## config.mk

```make
export PLATFORM = sky130hd
export DESIGN_NAME = mips_control_fsm
export DESIGN_NICKNAME = d
export VERILOG_FILES = /design/src/rtl/MIPS_pkg.sv /design/src/rtl/mips_alu_decoder.sv /design/src/rtl/mips_control_fsm.sv
export SDC_FILE = /design/constraint.sdc
export NUM_CORES = 1
export LEC_CHECK = 0
export BUFFER_PORTS_ARGS = -buffer_cell sky130_fd_sc_hd__buf_2
export CAP_MARGIN = 30
export CORE_MARGIN = 2
export CORE_UTILIZATION = 38
export DETAILED_ROUTE_END_ITERATION = 10
export SLEW_MARGIN = 25
export SYNTH_ARGS = -nofsm -noshare
export SYNTH_HDL_FRONTEND = slang
export SYNTH_HIERARCHICAL = 1
export SYNTH_SLANG_ARGS = --single-unit
export TNS_END_PERCENT = 10
```

## constraint.sdc

```tcl
create_clock -name clk -period 2.35 [get_ports clk]
set_clock_uncertainty 0.05 [all_clocks]
set_input_delay 0.1175 -clock clk [delete_from_list [all_inputs] [get_ports clk]]
set_output_delay 0.1175 -clock clk [all_outputs]
set_load 0.05 [all_outputs]
```

## src/rtl/MIPS_pkg.sv

```systemverilog
`default_nettype none
// ============================================================================
// MIPS_pkg: shared encodings for the multicycle MIPS control unit.
// Revision: 1.0
// ============================================================================
package MIPS_pkg;

  typedef enum logic [5:0] {
    OP_R    = 6'b000000,
    OP_J    = 6'b000010,
    OP_BEQ  = 6'b000100,
    OP_ADDI = 6'b001000,
    OP_LW   = 6'b100011,
    OP_SW   = 6'b101011
  } mips_op_e;

  typedef enum logic [5:0] {
    F_ADD = 6'b100000,
    F_SUB = 6'b100010,
    F_AND = 6'b100100,
    F_OR  = 6'b100101,
    F_SLT = 6'b101010
  } mips_funct_e;

  typedef enum logic [2:0] {
    ALU_AND = 3'b000,
    ALU_OR  = 3'b001,
    ALU_ADD = 3'b010,
    ALU_SUB = 3'b110,
    ALU_SLT = 3'b111
  } alu_ctrl_e;

  typedef enum logic [3:0] {
    S_FETCH  = 4'd0,
    S_DECODE = 4'd1,
    S_MEMADR = 4'd2,
    S_MEMRD  = 4'd3,
    S_MEMWB  = 4'd4,
    S_MEMWR  = 4'd5,
    S_EXEC   = 4'd6,
    S_ALUWB  = 4'd7,
    S_BRANCH = 4'd8,
    S_ADDIEX = 4'd9,
    S_ADDIWB = 4'd10,
    S_JUMP   = 4'd11
  } state_e;

endpackage
`default_nettype wire

```

## src/rtl/mips_alu_decoder.sv

```systemverilog
`default_nettype none
// ============================================================================
// mips_alu_decoder: R-type funct field to ALU operation, with a legality flag.
// Revision: 1.0
// ============================================================================
module mips_alu_decoder
  import MIPS_pkg::*;
(
  input  logic [5:0] i_funct,
  output alu_ctrl_e  o_alu_ctrl,
  output logic       o_valid
);

  always_comb begin
    o_alu_ctrl = ALU_AND;
    o_valid    = 1'b1;
    case (i_funct)
      F_ADD:   o_alu_ctrl = ALU_ADD;
      F_SUB:   o_alu_ctrl = ALU_SUB;
      F_AND:   o_alu_ctrl = ALU_AND;
      F_OR:    o_alu_ctrl = ALU_OR;
      F_SLT:   o_alu_ctrl = ALU_SLT;
      default: o_valid    = 1'b0;
    endcase
  end

endmodule
`default_nettype wire

```

## src/rtl/mips_control_fsm.sv

```systemverilog
`default_nettype none
// ============================================================================
// mips_control_fsm: multicycle MIPS control unit with retire counter and
// memory-wait watchdog.  Revision: 1.0
// ============================================================================
module mips_control_fsm
  import MIPS_pkg::*;
#(
  parameter int CNT_WIDTH   = 32,
  parameter int MEM_TIMEOUT = 15
) (
  input  logic                 clk,
  input  logic                 rst_n,
  input  logic [5:0]           op,
  input  logic [5:0]           funct,
  input  logic                 mem_ready,
  output logic                 mem_req,
  output logic                 pc_write,
  output logic                 pc_write_cond,
  output logic                 ir_write,
  output logic                 reg_write,
  output logic                 mem_write,
  output logic                 iord,
  output logic                 alu_src_a,
  output logic                 reg_dst,
  output logic                 mem_to_reg,
  output logic [1:0]           alu_src_b,
  output logic [1:0]           pc_src,
  output logic [2:0]           alu_ctrl,
  output logic                 illegal_instr,
  output logic                 mem_fault,
  output logic [CNT_WIDTH-1:0] retired
);

  localparam int                   c_wait_w   = $clog2(MEM_TIMEOUT + 1);
  localparam logic [c_wait_w-1:0]  c_wait_max = c_wait_w'(MEM_TIMEOUT);

  state_e                r_state, w_next;
  alu_ctrl_e             r_alu_ctrl, w_alu_ctrl, w_dec_ctrl;
  logic                  w_dec_valid;
  logic [c_wait_w-1:0]   r_wait_cnt, w_wait_next;
  logic [CNT_WIDTH-1:0]  r_retired;
  logic                  r_mem_fault;
  logic                  w_mem_req, w_pc_write, w_pc_write_cond, w_ir_write;
  logic                  w_reg_write, w_mem_write, w_illegal;
  logic                  w_waiting, w_retire;

  mips_alu_decoder u_alu_decoder (
    .i_funct    (funct),
    .o_alu_ctrl (w_dec_ctrl),
    .o_valid    (w_dec_valid)
  );

  always_ff @(posedge clk or negedge rst_n) begin
    if (!rst_n) begin
      r_state    <= S_FETCH;
      r_alu_ctrl <= ALU_AND;
    end else begin
      r_state <= w_next;
      if (r_state == S_EXEC) r_alu_ctrl <= w_dec_ctrl;
    end
  end

  always_comb begin
    w_next          = r_state;
    w_mem_req       = 1'b0;
    w_pc_write      = 1'b0;
    w_pc_write_cond = 1'b0;
    w_ir_write      = 1'b0;
    w_reg_write     = 1'b0;
    w_mem_write     = 1'b0;
    w_illegal       = 1'b0;
    iord            = 1'b0;
    alu_src_a       = 1'b0;
    reg_dst         = 1'b0;
    mem_to_reg      = 1'b0;
    alu_src_b       = 2'b00;
    pc_src          = 2'b00;
    w_alu_ctrl      = ALU_AND;
    case (r_state)
      S_FETCH: begin
        w_mem_req  = 1'b1;
        alu_src_b  = 2'b01;
        w_alu_ctrl = ALU_ADD;
        w_ir_write = mem_ready;
        w_pc_write = mem_ready;
        if (mem_ready) w_next = S_DECODE;
      end
      S_DECODE: begin
        alu_src_b  = 2'b11;
        w_alu_ctrl = ALU_ADD;
        case (op)
          OP_LW, OP_SW: w_next = S_MEMADR;
          OP_R:         w_next = S_EXEC;
          OP_BEQ:       w_next = S_BRANCH;
          OP_ADDI:      w_next = S_ADDIEX;
          OP_J:         w_next = S_JUMP;
          default: begin
            w_next    = S_FETCH;
            w_illegal = 1'b1;
          end
        endcase
      end
      S_MEMADR: begin
        alu_src_a  = 1'b1;
        alu_src_b  = 2'b10;
        w_alu_ctrl = ALU_ADD;
        w_next     = (op == OP_LW) ? S_MEMRD : S_MEMWR;
      end
      S_MEMRD: begin
        w_mem_req = 1'b1;
        iord      = 1'b1;
        if (mem_ready) w_next = S_MEMWB;
      end
      S_MEMWB: begin
        w_reg_write = 1'b1;
        mem_to_reg  = 1'b1;
        w_next      = S_FETCH;
      end
      S_MEMWR: begin
        w_mem_req   = 1'b1;
        iord        = 1'b1;
        w_mem_write = mem_ready;
        if (mem_ready) w_next = S_FETCH;
      end
      S_EXEC: begin
        alu_src_a  = 1'b1;
        w_alu_ctrl = w_dec_ctrl;
        if (w_dec_valid) begin
          w_next = S_ALUWB;
        end else begin
          w_next    = S_FETCH;
          w_illegal = 1'b1;
        end
      end
      S_ALUWB: begin
        w_reg_write = 1'b1;
        reg_dst     = 1'b1;
        w_alu_ctrl  = r_alu_ctrl;
        w_next      = S_FETCH;
      end
      S_BRANCH: begin
        alu_src_a       = 1'b1;
        w_alu_ctrl      = ALU_SUB;
        w_pc_write_cond = 1'b1;
        pc_src          = 2'b01;
        w_next          = S_FETCH;
      end
      S_ADDIEX: begin
        alu_src_a  = 1'b1;
        alu_src_b  = 2'b10;
        w_alu_ctrl = ALU_ADD;
        w_next     = S_ADDIWB;
      end
      S_ADDIWB: begin
        w_reg_write = 1'b1;
        w_next      = S_FETCH;
      end
      S_JUMP: begin
        w_pc_write = 1'b1;
        pc_src     = 2'b10;
        w_next     = S_FETCH;
      end
      default: w_next = S_FETCH;
    endcase
  end

  // Strobes are gated by rst_n so they drop the instant reset asserts.
  assign mem_req       = rst_n & w_mem_req;
  assign pc_write      = rst_n & w_pc_write;
  assign pc_write_cond = rst_n & w_pc_write_cond;
  assign ir_write      = rst_n & w_ir_write;
  assign reg_write     = rst_n & w_reg_write;
  assign mem_write     = rst_n & w_mem_write;
  assign illegal_instr = rst_n & w_illegal;
  assign alu_ctrl      = w_alu_ctrl;

  assign w_retire = (w_next == S_FETCH) &&
                    ((r_state == S_MEMWB)  || (r_state == S_MEMWR) ||
                     (r_state == S_ALUWB)  || (r_state == S_BRANCH) ||
                     (r_state == S_ADDIWB) || (r_state == S_JUMP));

  assign w_waiting = w_mem_req & ~mem_ready;

  always_comb begin
    w_wait_next = '0;
    if (w_waiting) begin
      w_wait_next = (r_wait_cnt == c_wait_max) ? c_wait_max : r_wait_cnt + c_wait_w'(1);
    end
  end

  always_ff @(posedge clk or negedge rst_n) begin
    if (!rst_n) begin
      r_retired   <= '0;
      r_wait_cnt  <= '0;
      r_mem_fault <= 1'b0;
    end else begin
      r_wait_cnt <= w_wait_next;
      if (w_retire) r_retired <= r_retired + CNT_WIDTH'(1);
      if (w_waiting && (w_wait_next == c_wait_max)) r_mem_fault <= 1'b1;
    end
  end

  assign retired   = r_retired;
  assign mem_fault = r_mem_fault;

endmodule
`default_nettype wire

```

==> impl_metrics.tcl, run 1 <==
set metrics [dict create \
    yosys-top-cells-count "44 x dfrtp_1, 39 x nand2_1, 21 x xor2_1" \
    die_w_um 88.59 \
    synth_async_sr_flop_share_pct 100.0 \
    vdd.ir_drop.worst_mv 0.3915 \
    cpMaxStageDelayCell "dfrtp_1" \
    dp_cells 439 \
    clock-sinks 44 \
    slew_headroom_pct 59.30 \
    seq_area_frac_synth_pct 40.50 \
    drt_iter0_markers 67 \
    netlist.area_leader.share_pct 40.50 \
    netSwitchingFraction_pct 37.18 \
    post-route-period-util_pct 90.51 \
    cp.required_ns 2.18 \
    r2r_setup_slack_ns 0.34 \
    yosys_warnings 6 \
    min_path_cells 4 \
    path_delay_family "flip-flops" \
    routed_wl_mm 6.269 \
    ys_ff_latch 44 \
    root_buffer "clkbuf_8" \
    cts.htree.levels 2 \
    maxCapViolCount 0 \
    worst-setup-path-type "reg -> out" \
    start_util_pct 39.58 \
    drc_errors 0 \
    final_cells 448 \
    antenna_left 0 \
    status "finished clean" \
    holdWs_ns 0.09166 \
    vias 2326 \
    utilization_pct 47.30 \
    synth-main-ff-cell "dfrtp_1" \
    netlist_instances 283 \
    clk_path_buf_depth 2 \
    p_sw_w 0.0007087 \
    grt_pass1_wl_mm 10.29 \
    yosysMostFrequentCell "dfrtp_1" \
    die_h_um 88.59 \
    synth-edff-count 0 \
    synth_area_leader_cell "dfrtp_1" \
    reg2regPathDepth 6 \
    power.leakage_nw 1.481 \
    min_period_ns 2.127 \
    crit_chain "buf_4 -> nor2_1 -> nand3_1 -> o21ai_0 -> and2_1 -> buf_2" \
    synth.distinct_cells 54 \
    die-area_mm2 0.007847 \
    syn_avg_cell_area_um2 9.607 \
    final_nets 368 \
    finalMaxSlewViolations 0 \
    worstPathMaxFanout 13 \
    cts_tree "yes" \
    grt_pass1_vias 2117 \
    setup_viol 0 \
    syn_to_final_growth_pct 19.51 \
    cts_inserted_buffers 5 \
    wl_per_cell_um 13.99 \
    antenna_found_initial 0 \
    drive_gt1_share_pct 30.11 \
    tightest_slew_ns 0.6087 \
    intPower_w 0.001197 \
    via_per_inst 5.192 \
    std_cell_rows 30 \
    path_buf_inv 2 \
    gp_congestion 0.8117 \
    arrival_ns 1.96 \
    comb_power_share_pct 27.7 \
    first_pass_iters 4 \
    hold_end "r_alu_ctrl[1]" \
    grtUsageTotal_pct 16.69 \
    powerDensity_mw_per_mm2 586.6 \
    power_frac_seq_pct 46.0 \
    hold_path.class "in -> reg" \
    dp_worst_setup_slack_ns 0.2891 \
    start_kind "flip-flop" \
    fmax_ghz 0.4701 \
    worstSkewPairLatency_ns 0.29 \
    core_mm2 0.006869 \
    io-pin-count 66 \
    r2r_start "r_state[3]" \
    rsz0062_at_grt "false" \
    synth_nets 300 \
    reg2reg_to "retired[20]" \
    clkPwrFrac_pct 26.2 \
    post-dp-hpwl_mm 4.681 \
    synth.area.top_cells "dfrtp_1 40%, xor2_1 6.8%, nand2_1 5.4%" \
    hold_start "funct[0]" \
    setup_slack_ns 0.2230 \
    grt_max_degree 20 \
    max_stage_delay_ns 0.51 \
    hold_violations 0 \
    cp-end-kind "output port" \
    path_clk_slew_ns 0.08 \
    diodes 0 \
    grt_overflow_total 0 \
    syn_area_mm2 0.002719 \
    port_buffers 65 \
]
## registers in the layout (all words and copies together) (netlist names)
| name | cells |
|---|---|
| mem_fault | 1 |
| r_alu_ctrl | 3 |
| r_wait_cnt | 4 |
| retired | 32 |
| r_state | 4 |
## power by group through the flow
stage	sequential [W]	clock (W)	combinational [W]
detailed placement	0.000891	0	0.000530
global placement	0.000890	0	0.000525
CTS	0.000875	0.000519	0.000533
finish	0.000878	0.000500	0.000528
floorplan	0.000942	0	0.000343
global route	0.000887	0.000558	0.000576
## kinds of logic (layout without fill, tap and decap cells)
family	Yosys count	in the layout	share of synthesized area (%)
AOI/OAI and AO/OA	35	35	9.526
buffers and inverters	22	91	4.648
adders and majority gates	2	2	0.9202
and+or+nand+nor	147	147	33.78
xor gates and xnor gates	33	33	10.63
DFF	44	44	40.50
## worst max-delay path by stage
stage / startpoint / to / slack (ns) / depth (start not counted)
floorplan: r_state[0] / ir_write / -0.10 / 3
global placement: funct[4] / retired[6] / 0.34 / 8
detailed placement: funct[4] / retired[6] / 0.29 / 8
CTS: r_state[0] / illegal_instr / 0.20 / 6
global route: r_state[0] / illegal_instr / 0.06 / 6
finish: r_state[0] / illegal_instr / 0.22 / 6
## worst reg2reg max path: cells and delay by family (launching register included)
| family | cells | cell delay [ns] |
|---|---|---|
| buffers and inverters | 1 | 0.19 |
| XOR/XNOR | 1 | 0.17 |
| AND/OR/NAND/NOR | 3 | 0.80 |
| AO/OA/AOI/OAI | 1 | 0.25 |
| flip-flops | 1 | 0.48 |
## what timing repair did
action,CTS,global route
endpoints found under the hold margin,13,0
hold buffers,1,0
gates resized for setup,0,0
setup buffers,0,0
## metrics by stage
step / TNS, ns / cell area, um^2 / power [W]
2_1_floorplan: -0.1011 / 2725 / 0.001285
3_3_place_gp: 0 / 3146 / 0.001415
3_5_place_dp: 0 / 3146 / 0.001420
4_1_cts: 0 / 3249 / 0.001928
5_1_grt: 0 / 3249 / 0.002021
6_report: 0 / 3249 / 0.001906
## area by class of cell
class	count	area, um^2
inverter	7	26.28
fill	673	3620
timing repair buffer	76	410.4
clock inverter	1	7.507
multi-input combinational	217	1498
tap	96	120.1
sequential	44	1101
clock buffer	7	86.33
## routing by layer
layer / routed length (um) / vias to the layer above / part of all wire (%) / track usage [%]
met3: 280 / 5 / 4.5 / 3.638
li1: - / 1135 / - / -
met5: 0 / - / 0 / 0
met1: 2903 / 1129 / 46 / 23.25
met2: 3043 / 57 / 49 / 26.93
met4: 42 / 0 / 0.67 / 3.444
## cells in the final DEF (no fill, tap or decap), drive strengths merged, types with 7 or more instances in the layout
| master | Yosys | layout |
|---|---|---|
| a21oi | 9 | 9 |
| dfrtp | 44 | 44 |
| buf | 9 | 75 |
| inv | 7 | 7 |
| xnor2 | 12 | 12 |
| nand4 | 10 | 10 |
| nor2 | 20 | 20 |
| nor4b | 7 | 7 |
| clkbuf | 6 | 7 |
| o21ai | 7 | 7 |
| nand2 | 39 | 39 |
| xor2 | 21 | 21 |
| nor3 | 16 | 16 |
| nand3 | 12 | 12 |
| nand2b | 7 | 7 |
| nor2b | 7 | 7 |
| nor4 | 12 | 12 |
Note: power is estimated with default switching activity, not from simulation.
==> run 2, diff against run 1 <==
- CORE_MARGIN: 2 -> 4
- PLACE_DENSITY: unset -> 0.58
- SKIP_LAST_GASP: unset -> 1
==> run 2 against run 1 <==
Against the previous run: core utilization up 0.87 points; cell area up 1.8%; sequential power down 2%; fmax up 0.82%; count of clock-buffer cells in the layout down 1; largest power group unchanged; wire length up 2.4%; sequential share of layout area down 0.54 points; first-iteration DRC count up 13%.
==> impl_metrics.tcl, run 2 (synthesis results as in run 1) <==
set metrics [dict create \
    io-pin-count 66 \
    path_delay_family "buffers and inverters" \
    wl_per_cell_um 14.20 \
    std_cell_rows 30 \
    cts.htree.levels 2 \
    first_pass_iters 4 \
    mostFrequentLayoutCell "buf_2" \
    cp-end-kind "output port" \
    grtUsageTotal_pct 15.82 \
    grt_pass1_wl_mm 11.01 \
    intPower_w 0.001319 \
    start_util_pct 39.58 \
    clkPwrFrac_pct 30.5 \
    post-route-period-util_pct 89.77 \
    syn_to_final_growth_pct 21.72 \
    regArea_mm2 0.001104 \
    port_buffers 65 \
    maxCapViolCount 0 \
    status "finished clean" \
    powerDensity_mw_per_mm2 617.7 \
    die_h_um 92.59 \
    placed_cell_area_mm2 0.003176 \
    netSwitchingFraction_pct 35.49 \
    tightest_slew_ns 0.4694 \
    antenna_left 0 \
    final_cells 452 \
    routed_wl_mm 6.420 \
    clk_path_buf_depth 2 \
    fin_tns_setup_ns 0 \
    slew_headroom_pct 68.70 \
    path_buf_inv 2 \
    antenna_found_initial 0 \
    min_period_ns 2.110 \
    vias 2278 \
    root_buffer "clkbuf_8" \
    die_w_um 92.59 \
    gp_congestion 0.8045 \
    drt_iter0_markers 76 \
    rsz0062_at_grt "false" \
    cp.required_ns 2.18 \
    cts_inserted_buffers 5 \
    comb_power_share_pct 27.2 \
    setup_viol 0 \
    worstSkewPairLatency_ns 0.30 \
    hold_start "funct[0]" \
    layout.cells.most_common_list "65 x buf_2, 42 x dfrtp_1, 39 x nand2_1" \
    dp_cells 443 \
    path_clk_slew_ns 0.09 \
    final_area_mm2 0.003309 \
    cpMaxStageDelayCell "or3b_2" \
    drc_errors 0 \
    post-dp-hpwl_mm 4.784 \
    final_nets 372 \
    fmax_ghz 0.4740 \
    arrival_ns 1.94 \
    core_mm2 0.006869 \
    cts_tree "yes" \
    r2r_start "r_state[1]" \
    crit_start "r_state[1]" \
    p_sw_w 0.0007256 \
    worstPathMaxFanout 11 \
    largest_register_ffs 32 \
    hold_path.class "in -> reg" \
    vdd.ir_drop.worst_mv 0.3538 \
    fillerInstances 694 \
    power_frac_seq_pct 42.3 \
    p_total_w 0.002044 \
    drive_gt1_share_pct 31.74 \
    multi_input_area_mm2 0.001498 \
    power.leakage_nw 1.515 \
    holdWs_ns 0.08705 \
    clock-sinks 44 \
    crit_chain "buf_4 -> or3b_2 -> a21oi_1 -> buf_2" \
    grt_overflow_total 0 \
    max_stage_delay_ns 0.48 \
    finalMaxSlewViolations 0 \
    worst-setup-path-type "reg -> out" \
    die-area_mm2 0.008572 \
    hold_violations 0 \
    diodes 0 \
    grt_max_degree 29 \
    via_per_inst 5.040 \
    start_kind "flip-flop" \
    grt_pass1_vias 2286 \
]
==> run 2: cell types whose count changed in the layout (fill, tap and decap cells not counted) <==
| cell | delta |
|---|---|
| clkinv_4 | +1 |
| dfrtp_1 | -2 |
| dfrtp_2 | +2 |
| clkbuf_1 | -1 |
| buf_4 | +4 |
| bufinv_16 | +1 |
| clkinvlp_4 | -1 |
==> run 2: metrics by stage <==
stage / utilization (%) / setup slack, ns
final: 48.18 / 0.2403
after global routing: 48.18 / 0.04794
after CTS: 48.14 / 0.1447
after detailed placement: 46.23 / 0.2995
after global placement: 46.23 / 0.3237
after floorplan: - / -0.1011
==> run 2: final timing paths <==
check,slack (ns),cells after the start,end
worst min-delay path,0.09,4,r_alu_ctrl[1]
min in group asynchronous,0.25,2,r_alu_ctrl[0]
worst max-delay path,0.24,4,alu_src_b[1]
max in group asynchronous,1.25,3,r_state[0]
worst min register to register,0.41,1,retired[31]
worst max register to register,0.29,6,retired[6]
==> run 2: repair_timing <==
action / CTS / global route
endpoints found under the setup margin: 0 / 1
setup buffers: 0 / 0
hold endpoints to repair: 16 / 0
gates resized for setup: 0 / 2
hold buffers: 1 / 0
==> run 2: power groups by stage <==
stage / clock, W / combinational, W / sequential (W)
after floorplan: 0 / 0.000343 / 0.000942
after global placement: 0 / 0.000557 / 0.000877
final: 0.000624 / 0.000557 / 0.000864
after CTS: 0.000647 / 0.000563 / 0.000864
after detailed placement: 0 / 0.000560 / 0.000879
after global routing: 0.000676 / 0.000607 / 0.000874
==> run 2: layout make-up <==
class	count	share of cell area [%]
Sequential cell	44	33.35
Tap cell	96	3.629
Inverter	7	0.7940
Multi-Input combinational cell	217	45.26
Timing Repair Buffer	80	13.31
Clock buffer	6	2.495
Clock inverter	2	1.172
==> run 2: per-layer routing <==
metal | track usage (%) | up-vias | part of all wire, %
met1 | 21.40 | 1089 | 46
met2 | 25.56 | 44 | 48
met5 | 0 | - | 0
met3 | 3.087 | 8 | 4.8
met4 | 4.703 | 0 | 1.1
li1 | - | 1137 | -
==> run 2: tightest hold or removal path: cells and delay by family <==
family,cells,cell delay (ns)
buffers and inverters,1,0.11
and+or+nand+nor,3,0.18
==> run 3, diff against run 2 <==
- CORE_MARGIN: 4 -> unset
==> run 3 against run 2 <==
Against the previous run: sequential share of layout area grew 0.41 points; global-route usage is 1.6 points higher; register-to-register slack hardly changed; total power decreased by 4.5%; core utilization shrank 0.69 points; non-clock buffer count is 3 lower; clock power down 11%; critical path depth rose by 2; cell count down 1.1%; first-iteration DRC count stayed put; hold slack better by 0.0077 ns; largest cell class unchanged; highest routed layer unchanged.
==> impl_metrics.tcl, run 3 (synthesis results as in run 1) <==
set metrics [dict create \
    start_util_pct 39.58 \
    worstPathMaxFanout 15 \
    first_pass_iters 5 \
    finalMaxSlewViolations 0 \
    utilization_pct 47.49 \
    root_buffer "clkbuf_8" \
    start_kind "flip-flop" \
    grt_max_degree 27 \
    std_cell_rows 30 \
    cts.htree.levels 2 \
    final_cells 447 \
    final_nets 369 \
    hold_end "r_alu_ctrl[1]" \
    clock-sinks 44 \
    cts_tree "yes" \
    io-pin-count 66 \
    cp.required_ns 2.18 \
    diodes 0 \
    power.leakage_nw 1.490 \
    port_buffers 65 \
    reg2reg_to "retired[18]" \
    post_cts_buffers 0 \
    powerDensity_mw_per_mm2 598.5 \
    vias 2262 \
    path_clk_slew_ns 0.08 \
    post-dp-hpwl_mm 4.541 \
    drive_gt1_share_pct 30.20 \
    min_path_cells 4 \
    reg2regPathDepth 6 \
    setup_viol 0 \
    fmax_ghz 0.4610 \
    cts_inserted_buffers 5 \
    die-area_mm2 0.007497 \
    antenna_found_initial 0 \
    layout.cells.most_common_list "65 x buf_2, 44 x dfrtp_1, 39 x nand2_1" \
    r2r_setup_slack_ns 0.29 \
    status "finished clean" \
    maxCapViolCount 0 \
    vdd.ir_drop.worst_mv 0.4392 \
    slew_headroom_pct 61.25 \
    placed_cell_area_mm2 0.003153 \
    die_h_um 86.59 \
    antenna_left 0 \
    r2r_start "r_state[0]" \
    grt_pass1_vias 2091 \
    gp_congestion 0.7516 \
    regArea_mm2 0.001101 \
    multi_input_area_mm2 0.001498 \
    largest_register_ffs 32 \
    core_mm2 0.006869 \
    cp-end-kind "output port" \
    routed_wl_mm 6.045 \
    drt_iter0_markers 76 \
    worstSkewPairLatency_ns 0.29 \
    grt_overflow_total 0 \
    arrival_ns 2.00 \
    dp_cells 440 \
    via_per_inst 5.060 \
    hold_start "funct[0]" \
    post-route-period-util_pct 92.31 \
    hold_path.class "in -> reg" \
    syn_to_final_growth_pct 19.97 \
    wl_per_cell_um 13.52 \
    worst-setup-path-type "reg -> out" \
    min_period_ns 2.169 \
    final_area_mm2 0.003262 \
    rsz0062_at_grt "false" \
    drc_errors 0 \
    mostFrequentLayoutCell "buf_2" \
    clk_path_buf_depth 2 \
    hold_violations 0 \
    grt_pass1_wl_mm 10.07 \
    grtUsageTotal_pct 17.40 \
    tightest_slew_ns 0.5797 \
    fillerInstances 688 \
    die_w_um 86.59 \
]
run 3: power by group:
group / leakage (nW) / internal, W / switching (W)
combinational: 0.897 / 0.000155 / 0.000364
clock: 0.0501 / 0.000305 / 0.000249
sequential: 0.543 / 0.000803 / 0.0000761
run 3: cell type report:
| type | count | area share, % |
|---|---|---|
| multi-input combinational | 217 | 45.91 |
| sequential | 44 | 33.76 |
| timing repair buffer | 77 | 12.81 |
| tap | 96 | 3.682 |
| clock buffer | 5 | 2.110 |
| clock inverter | 1 | 0.9206 |
| inverter | 7 | 0.8055 |
run 3: how the worst max path moves through the flow:
stage                from            end  cells after the start  slack [ns]
6_report       r_state[0]  illegal_instr                      6        0.18
5_1_grt        r_state[0]  illegal_instr                      6        0.01
4_1_cts        r_state[0]  illegal_instr                      6        0.17
3_5_place_dp     funct[4]     retired[6]                      8        0.29
3_3_place_gp     funct[4]     retired[8]                      8        0.32
2_1_floorplan  r_state[0]       ir_write                      3       -0.10
run 3: repair_timing:
action,CTS,global route
endpoints found under the hold margin,44,0
hold buffers,1,0
resized for setup,0,0
run 3: per-layer routing:
layer	part of all wire (%)	global-route usage [%]	vias to the layer above
met5	0	0	-
met4	0.88	5.000	0
met3	3.3	2.762	4
met2	46	28.21	46
met1	50	24.12	1082
li1	-	-	1130
run 3: stage by stage:
step / TNS, ns / hold WS [ns] / setup WS, ns / total power (W)
final: 0 / 0.09473 / 0.1807 / 0.001952
after global routing: 0 / 0.1225 / 0.01415 / 0.002067
after detailed placement: 0 / 0.1037 / 0.2899 / 0.001417
after global placement: 0 / 0.1038 / 0.3235 / 0.001416
after floorplan: -0.1011 / -0.2281 / -0.1011 / 0.001285
after CTS: 0 / 0.08328 / 0.1735 / 0.001979
run 3: worst max-delay path: stages (launching register included):
cell and delay (ns):
dfrtp_1 0.55, buf_4 0.25, nor2_1 0.18, nand3_1 0.18, o21ai_0 0.16, and2_1 0.13, buf_2 0.25
